<file path="src/rtl/wbm_burst_master_if.sv">
// Wishbone B4 pipelined bus bundle between the burst master and its slave.
// The master drives cycle, strobe, address, data and tags; the slave responds.
interface wbm_burst_master_if #(
  parameter int data_width_g = 8,
  parameter int blen_width_g = 9,
  parameter int addr_width_g = 10
);
  logic                    wbm_cyc_o;
  logic                    wbm_stb_o;
  logic                    wbm_we_o;
  logic [addr_width_g-1:0] wbm_adr_o;
  logic [blen_width_g-1:0] wbm_tga_o;
  logic [data_width_g-1:0] wbm_dat_o;
  logic                    wbm_tgc_o;
  logic                    wbm_tgd_o;
  logic [data_width_g-1:0] wbm_dat_i;
  logic                    wbm_stall_i;
  logic                    wbm_ack_i;
  logic                    wbm_err_i;

  modport master (
    output wbm_cyc_o, wbm_stb_o, wbm_we_o,
    output wbm_adr_o, wbm_tga_o, wbm_dat_o,
    output wbm_tgc_o, wbm_tgd_o,
    input  wbm_dat_i, wbm_stall_i,
    input  wbm_ack_i, wbm_err_i
  );

  modport slave (
    input  wbm_cyc_o, wbm_stb_o, wbm_we_o,
    input  wbm_adr_o, wbm_tga_o, wbm_dat_o,
    input  wbm_tgc_o, wbm_tgd_o,
    output wbm_dat_i, wbm_stall_i,
    output wbm_ack_i, wbm_err_i
  );
endinterface

</file>
<file path="src/rtl/wbm_burst_master.sv">
// Wishbone B4 pipelined burst master: one command becomes one bus cycle
// of back-to-back strobes, closed on completion, bus error or ack timeout.
module wbm_burst_master #(
  parameter int data_width_g = 8,
  parameter int blen_width_g = 9,
  parameter int addr_width_g = 10,
  parameter int addr_inc_g   = 1,
  parameter int timeout_g    = 255
) (
  input  logic                    clock,
  input  logic                    rst,
  input  logic                    cmd_valid,
  output logic                    cmd_ready,
  input  logic                    cmd_we,
  input  logic [addr_width_g-1:0] cmd_adr,
  input  logic [blen_width_g-1:0] cmd_len,
  input  logic                    cmd_tgc,
  input  logic                    cmd_tgd,
  input  logic [data_width_g-1:0] wr_dat,
  input  logic                    wr_valid,
  output logic                    wr_ready,
  output logic [data_width_g-1:0] rd_dat,
  output logic                    rd_valid,
  output logic                    done,
  output logic [1:0]              status,
  wbm_burst_master_if.master      wb
);

  localparam int cnt_w = blen_width_g + 1;
  localparam int wd_w  =
    (timeout_g > 1) ? $clog2(timeout_g + 1) : 1;
  localparam logic [wd_w-1:0] wd_lim =
    wd_w'(timeout_g);
  localparam logic [addr_width_g-1:0] adr_step =
    addr_width_g'(addr_inc_g != 0);

  typedef enum logic [1:0] {
    IDLE,
    ISSUE,
    WAIT,
    FIN
  } state_t;

  state_t state;
  state_t state_n;

  logic             we_r;
  logic [cnt_w-1:0] total;
  logic [cnt_w-1:0] issued;
  logic [cnt_w-1:0] issued_n;
  logic [cnt_w-1:0] acked;
  logic [cnt_w-1:0] loaded;
  logic [wd_w-1:0]  wd;
  logic [1:0]       status_n;
  logic             active;
  logic             acc;
  logic             ack_cnt;
  logic             ld;
  logic             wd_hit;

  assign active = (state == ISSUE) || (state == WAIT);
  assign acc    = wb.wbm_stb_o && !wb.wbm_stall_i;

  // A duplicate or late ack after all strobes are acked is dropped.
  assign ack_cnt = active && wb.wbm_ack_i &&
                   !wb.wbm_err_i && (acked != issued);

  assign ld = (state == ISSUE) && we_r &&
              (!wb.wbm_stb_o || !wb.wbm_stall_i) &&
              wr_valid && (loaded < total);

  assign issued_n = issued + cnt_w'(acc);
  assign wd_hit   = (timeout_g != 0) && (wd == wd_lim);
  assign wr_ready = ld;
  assign done     = (state == FIN);

  always_ff @(posedge clock or negedge rst) begin
    if (!rst) state <= IDLE;
    else      state <= state_n;
  end

  always_comb begin
    state_n  = state;
    status_n = status;
    unique case (state)
      IDLE: begin
        if (cmd_valid && cmd_ready) begin
          state_n  = ISSUE;
          status_n = 2'b00;
        end
      end
      ISSUE, WAIT: begin
        if (wb.wbm_err_i) begin
          state_n  = FIN;
          status_n = 2'b01;
        end else if (acked == total) begin
          state_n  = FIN;
          status_n = 2'b00;
        end else if (wd_hit) begin
          state_n  = FIN;
          status_n = 2'b10;
        end else if (state == ISSUE &&
                     issued_n == total) begin
          state_n = WAIT;
        end
      end
      FIN:     state_n = IDLE;
      default: state_n = IDLE;
    endcase
  end

  always_ff @(posedge clock or negedge rst) begin
    if (!rst) begin
      cmd_ready    <= 1'b0;
      status       <= 2'b00;
      rd_valid     <= 1'b0;
      rd_dat       <= '0;
      we_r         <= 1'b0;
      total        <= '0;
      issued       <= '0;
      acked        <= '0;
      loaded       <= '0;
      wd           <= '0;
      wb.wbm_cyc_o <= 1'b0;
      wb.wbm_stb_o <= 1'b0;
      wb.wbm_we_o  <= 1'b0;
      wb.wbm_adr_o <= '0;
      wb.wbm_tga_o <= '0;
      wb.wbm_dat_o <= '0;
      wb.wbm_tgc_o <= 1'b0;
      wb.wbm_tgd_o <= 1'b0;
    end else begin
      cmd_ready <= (state_n == IDLE);
      status    <= status_n;
      rd_valid  <= ack_cnt && !we_r;
      if (ack_cnt && !we_r) rd_dat <= wb.wbm_dat_i;

      if (state == IDLE && state_n == ISSUE) begin
        we_r         <= cmd_we;
        total        <= {1'b0, cmd_len} + cnt_w'(1);
        issued       <= '0;
        acked        <= '0;
        loaded       <= '0;
        wd           <= '0;
        wb.wbm_cyc_o <= 1'b1;
        wb.wbm_stb_o <= 1'b0;
        wb.wbm_we_o  <= cmd_we;
        wb.wbm_adr_o <= cmd_adr;
        wb.wbm_tga_o <= cmd_len;
        wb.wbm_tgc_o <= cmd_tgc;
        wb.wbm_tgd_o <= cmd_tgd;
      end else if (active) begin
        if (acc) begin
          issued       <= issued_n;
          wb.wbm_adr_o <= wb.wbm_adr_o + adr_step;
        end
        if (ack_cnt) acked <= acked + cnt_w'(1);

        // Watchdog only runs while strobes await their acks.
        if (ack_cnt || acked == issued) wd <= '0;
        else if (!wd_hit)               wd <= wd + wd_w'(1);

        if (ld) begin
          wb.wbm_dat_o <= wr_dat;
          loaded       <= loaded + cnt_w'(1);
        end

        if (state_n == FIN) begin
          wb.wbm_cyc_o <= 1'b0;
          wb.wbm_stb_o <= 1'b0;
        end else if (we_r) begin
          wb.wbm_stb_o <= ld || (wb.wbm_stb_o && !acc);
        end else begin
          wb.wbm_stb_o <= (issued_n < total);
        end
      end
    end
  end

endmodule
</file>
<file path="src/flat_wrapper.sv">
// flat-port wrapper written by rule: the top's interface ports become plain ports
module wbm_burst_master_flat 
#(
  parameter int data_width_g = 8,
  parameter int blen_width_g = 9,
  parameter int addr_width_g = 10,
  parameter int addr_inc_g   = 1,
  parameter int timeout_g    = 255
)
  (clock, rst, cmd_valid, cmd_ready, cmd_we, cmd_adr, cmd_len, cmd_tgc, cmd_tgd, wr_dat, wr_valid, wr_ready, rd_dat, rd_valid, done, status, wb_wbm_cyc_o, wb_wbm_stb_o, wb_wbm_we_o, wb_wbm_adr_o, wb_wbm_tga_o, wb_wbm_dat_o, wb_wbm_tgc_o, wb_wbm_tgd_o, wb_wbm_dat_i, wb_wbm_stall_i, wb_wbm_ack_i, wb_wbm_err_i);
  wbm_burst_master_if #(.data_width_g(data_width_g), .blen_width_g(blen_width_g), .addr_width_g(addr_width_g)) wb_i ();
  input  logic clock;
  input  logic rst;
  input  logic cmd_valid;
  output logic cmd_ready;
  input  logic cmd_we;
  input  logic [addr_width_g-1:0] cmd_adr;
  input  logic [blen_width_g-1:0] cmd_len;
  input  logic cmd_tgc;
  input  logic cmd_tgd;
  input  logic [data_width_g-1:0] wr_dat;
  input  logic wr_valid;
  output logic wr_ready;
  output logic [data_width_g-1:0] rd_dat;
  output logic rd_valid;
  output logic done;
  output logic [1:0] status;
  output wire logic [$bits(wb_i.wbm_cyc_o)-1:0] wb_wbm_cyc_o;
  output wire logic [$bits(wb_i.wbm_stb_o)-1:0] wb_wbm_stb_o;
  output wire logic [$bits(wb_i.wbm_we_o)-1:0] wb_wbm_we_o;
  output wire logic [$bits(wb_i.wbm_adr_o)-1:0] wb_wbm_adr_o;
  output wire logic [$bits(wb_i.wbm_tga_o)-1:0] wb_wbm_tga_o;
  output wire logic [$bits(wb_i.wbm_dat_o)-1:0] wb_wbm_dat_o;
  output wire logic [$bits(wb_i.wbm_tgc_o)-1:0] wb_wbm_tgc_o;
  output wire logic [$bits(wb_i.wbm_tgd_o)-1:0] wb_wbm_tgd_o;
  input wire logic [$bits(wb_i.wbm_dat_i)-1:0] wb_wbm_dat_i;
  input wire logic [$bits(wb_i.wbm_stall_i)-1:0] wb_wbm_stall_i;
  input wire logic [$bits(wb_i.wbm_ack_i)-1:0] wb_wbm_ack_i;
  input wire logic [$bits(wb_i.wbm_err_i)-1:0] wb_wbm_err_i;
  assign wb_wbm_cyc_o = wb_i.wbm_cyc_o;
  assign wb_wbm_stb_o = wb_i.wbm_stb_o;
  assign wb_wbm_we_o = wb_i.wbm_we_o;
  assign wb_wbm_adr_o = wb_i.wbm_adr_o;
  assign wb_wbm_tga_o = wb_i.wbm_tga_o;
  assign wb_wbm_dat_o = wb_i.wbm_dat_o;
  assign wb_wbm_tgc_o = wb_i.wbm_tgc_o;
  assign wb_wbm_tgd_o = wb_i.wbm_tgd_o;
  assign wb_i.wbm_dat_i = wb_wbm_dat_i;
  assign wb_i.wbm_stall_i = wb_wbm_stall_i;
  assign wb_i.wbm_ack_i = wb_wbm_ack_i;
  assign wb_i.wbm_err_i = wb_wbm_err_i;
  wbm_burst_master #(.data_width_g(data_width_g), .blen_width_g(blen_width_g), .addr_width_g(addr_width_g), .addr_inc_g(addr_inc_g), .timeout_g(timeout_g)) u_core (.clock(clock), .rst(rst), .cmd_valid(cmd_valid), .cmd_ready(cmd_ready), .cmd_we(cmd_we), .cmd_adr(cmd_adr), .cmd_len(cmd_len), .cmd_tgc(cmd_tgc), .cmd_tgd(cmd_tgd), .wr_dat(wr_dat), .wr_valid(wr_valid), .wr_ready(wr_ready), .rd_dat(rd_dat), .rd_valid(rd_valid), .done(done), .status(status), .wb(wb_i));
endmodule
</file>
<file path="config.mk">
export PLATFORM = sky130hd
export DESIGN_NAME = wbm_burst_master_flat
export DESIGN_NICKNAME = d
export VERILOG_FILES = /design/src/rtl/wbm_burst_master_if.sv /design/src/rtl/wbm_burst_master.sv /design/src/flat_wrapper.sv
export SDC_FILE = /design/constraint.sdc
export NUM_CORES = 1
export LEC_CHECK = 0
export ABC_AREA = 1
export BUFFER_PORTS_ARGS = -buffer_cell sky130_fd_sc_hd__buf_2
export CAP_MARGIN = 20
export CORE_MARGIN = 8
export CORE_UTILIZATION = 60
export CTS_CLUSTER_SIZE = 24
export DETAILED_ROUTE_END_ITERATION = 8
export HOLD_SLACK_MARGIN = 0.12
export PLACE_DENSITY = 0.91
export SYNTH_ARGS = -nofsm -noshare
export SYNTH_HDL_FRONTEND = slang
export SYNTH_SLANG_ARGS = --single-unit
export TNS_END_PERCENT = 50
</file>
<file path="constraint.sdc">
create_clock -name clock -period 4 [get_ports clock]
set_input_delay 0.8 -clock clock [delete_from_list [all_inputs] [get_ports clock]]
set_output_delay 0.8 -clock clock [all_outputs]
set_load 0.1 [all_outputs]
</file>
==> results.sh <==
export IMPL_rsz0062_at_grt="false"
export IMPL_synthDistinctLibCells=33
export IMPL_setup_violations=0
export IMPL_port_buffers=90
export IMPL_synth_compound_area_share_pct=9.93
export IMPL_clock_sinks=94
export IMPL_finalSetupTns_ps=0
export IMPL_place_area_um2=6000
export IMPL_synth_ff_type="dfrtp_1"
export IMPL_grt_max_degree=80
export IMPL_final_area_um2=6190
export IMPL_start_util_pct=60.6
export IMPL_place_congestion=0.941
export IMPL_r2r_setup_slack_ps=1120
export IMPL_hold_buffers=0
export IMPL_antenna_left=0
export IMPL_synthTopCellsByArea="dfrtp_1 43%, nand2_1 13%, ha_1 6.8%"
export IMPL_clock_fmax_ghz=0.319
export IMPL_synthMuxAreaShare_pct=0
export IMPL_cts_setup_buffers=0
export IMPL_cp_arrival_ps=2340
export IMPL_viasPerCell=5.63
export IMPL_die_w_um=112
export IMPL_layout_drive_gt1_share_pct=15.1
export IMPL_cts_tree="built"
export IMPL_fin_crit_ps=3140
export IMPL_cp_end_kind="output pin"
export IMPL_fp_dieH_um=112
export IMPL_wl_per_cell_um=15.2
export IMPL_hp_start="u_core.wb.wbm_dat_o[5]"
export IMPL_area_growth_pct=12.6
export IMPL_core_um2=9060
export IMPL_io_pins=91
export IMPL_status="finished clean"
export IMPL_post_cts_resized=0
export IMPL_yosysTopAreaCell="dfrtp_1"
export IMPL_rr_startpoint="u_core.wb.wbm_stb_o"
export IMPL_clk_pin_slew_ps=100
export IMPL_nets=868
export IMPL_synthArstFlopShare_pct=100
export IMPL_row_count=35
export IMPL_period_share_pct=78.4
export IMPL_synth_top_family_by_area="simple AND/OR/NAND/NOR gates"
export IMPL_critPathKind="reg -> out"
export IMPL_grt_pass1_vias=5153
export IMPL_synth_xor_area_share_pct=5.58
export IMPL_cts_buffers=9
export IMPL_yosysWarnings=0
export IMPL_first_pass_iters=5
export IMPL_required_ps=3200
export IMPL_worst_hold_slack_ps=478
export IMPL_syn_num_nets=786
export IMPL_yosysTopAreaCellShare_pct=42.8
export IMPL_slew_viol_final=0
export IMPL_crit_start="u_core.total[9]"
export IMPL_grt_overflow=0
export IMPL_skew_ps=16.1
export IMPL_cts_root_buf="clkbuf_8"
export IMPL_cp_endpoint="wr_ready"
export IMPL_multi_input_area_um2=2690
export IMPL_r2r_end="u_core.wb.wbm_cyc_o"
export IMPL_synth_adder_area_share_pct=6.84
export IMPL_synth_edff_count=0
export IMPL_insertion_delay_ps=360
export IMPL_hpwl_um=10400
export IMPL_yosysSeqAreaShare_pct=42.8
export IMPL_h_tree_depth=3
export IMPL_num_fill_cells=721
export IMPL_start_kind="flop"
export IMPL_dieArea_um2=12500
export IMPL_synth_area_um2=5490
export IMPL_ys_seq_elements=94
export IMPL_cp_max_fo=4
export IMPL_vias=5111
export IMPL_synthSimpleGateAreaFrac_pct=26.6
export IMPL_slew_limit_headroom_pct=35.2
export IMPL_finish_utilization_pct=68.2
export IMPL_grt_usage_pct=22.1
export IMPL_syn_inst=711
export IMPL_first_iter_violations=330
export IMPL_wl_um=13800
export IMPL_seq_area_um2=2350
export IMPL_hold_viol=0
export IMPL_r2r_cells=19
export IMPL_drc_errors=0
export IMPL_hold_class="reg -> reg"
export IMPL_drv_cap=0
export IMPL_grt_pass1_wl_um=23100
export IMPL_worstMarginPinSlew_ps=973
export IMPL_diodes=0
export IMPL_cts_max_path_buffers=2
export IMPL_syn_area_per_cell_um2=7.72
export IMPL_antenna_found_initial=0
==> per-layer routing <==
metal	wire (um)	global-route usage, %	up-vias
met3	744	4.44	42
met1	5640	25.6	2400
met5	0	0	-
met4	405	10.1	0
met2	7050	38.7	198
li1	-	-	2471
==> state kept, by name (all words and copies together), names as in the netlist <==
| name | count |
|---|---|
| u_core.acked | 10 |
| u_core.cmd_ready | 1 |
| u_core.issued | 10 |
| u_core.loaded | 10 |
| u_core.rd_dat | 8 |
| u_core.rd_valid | 1 |
| u_core.state | 2 |
| u_core.status | 2 |
| u_core.total | 10 |
| u_core.wb.wbm_adr_o | 10 |
| u_core.wb.wbm_cyc_o | 1 |
| u_core.wb.wbm_dat_o | 8 |
| u_core.wb.wbm_stb_o | 1 |
| u_core.wb.wbm_tga_o | 9 |
| u_core.wb.wbm_tgc_o | 1 |
| u_core.wb.wbm_tgd_o | 1 |
| u_core.wd | 8 |
| u_core.we_r | 1 |
==> layout make-up <==
class | instances | share of cell area, %
Clock buffer | 10 | 2.06
Clock inverter | 5 | 0.971
Inverter | 92 | 5.58
Multi-Input combinational cell | 503 | 43.4
Sequential cell | 94 | 38.0
Tap cell | 111 | 2.25
Timing Repair Buffer | 93 | 7.69
==> placed cells by master, fill, tap and decap left out, types with 2 or more instances in the layout <==
master    netlist  routed
o21a_1          2       2
buf_2          13      89
or2_2           3       3
clkbuf_8        0       9
o211ai_1        6       6
o21ai_1         9       9
a21oi_1        26      26
o31ai_1         3       3
nand2_1       190     190
nor2_1         48      48
nand3b_1        4       4
nand3_1        50      50
nor2_2          3       3
inv_2           3       3
xor2_1         33      33
dfrtp_1        94      94
o21ai_0        44      44
inv_1          89      89
buf_4           0       4
xnor2_1         2       2
nand2_2         2       2
nor4_1          2       2
a31oi_1         6       6
nand4_1        27      27
ha_1           30      30
o22ai_1         2       2
nor3_1          6       6
==> stage by stage <==
step | cells | setup slack (ps)
after floorplan | 711 | 889
after global placement | 893 | 777
after detailed placement | 893 | 683
after CTS | 908 | 876
after global routing | 908 | 752
final | 908 | 864
==> kinds of logic after synthesis <==
group | Yosys count
and+or+nand+nor | 338
adders and majority gates | 30
buffers and inverters | 114
xor gates and xnor gates | 35
DFF | 94
AOI/OAI and AO/OA | 100
==> synth_stat cells (4+ instances only) <==
cell type,n
nand3_1,50
clkbuf_1,7
buf_2,13
o21ai_0,44
a31oi_1,6
nor2_1,48
o211ai_1,6
xor2_1,33
inv_1,89
a21oi_1,26
ha_1,30
nor3_1,6
nand3b_1,4
nand2_1,190
o21ai_1,9
dfrtp_1,94
nand4_1,27
==> worst min-delay path by stage <==
| stage | endpoint | slack, ps | cells after the start |
|---|---|---|---|
| 2_1_floorplan | u_core.wd[1] | 470 | 2 |
| 3_3_place_gp | u_core.wb.wbm_dat_o[5] | 450 | 2 |
| 3_5_place_dp | u_core.wb.wbm_dat_o[5] | 460 | 2 |
| 4_1_cts | u_core.wb.wbm_dat_o[5] | 480 | 2 |
| 5_1_grt | u_core.wb.wbm_dat_o[7] | 500 | 2 |
| 6_report | u_core.wb.wbm_dat_o[5] | 480 | 2 |
==> critical path, cell delays in order, from the launching register on <==
cell and delay (ps):
dfrtp_1 390, inv_1 190, ha_1 290, a21oi_1 160
o21a_1 130, nand4_1 220, inv_1 160, buf_2 440
Power is left out: the tool's default activity adds up to more than one toggle a clock period on the data nets, which glitch-free logic cannot reach.
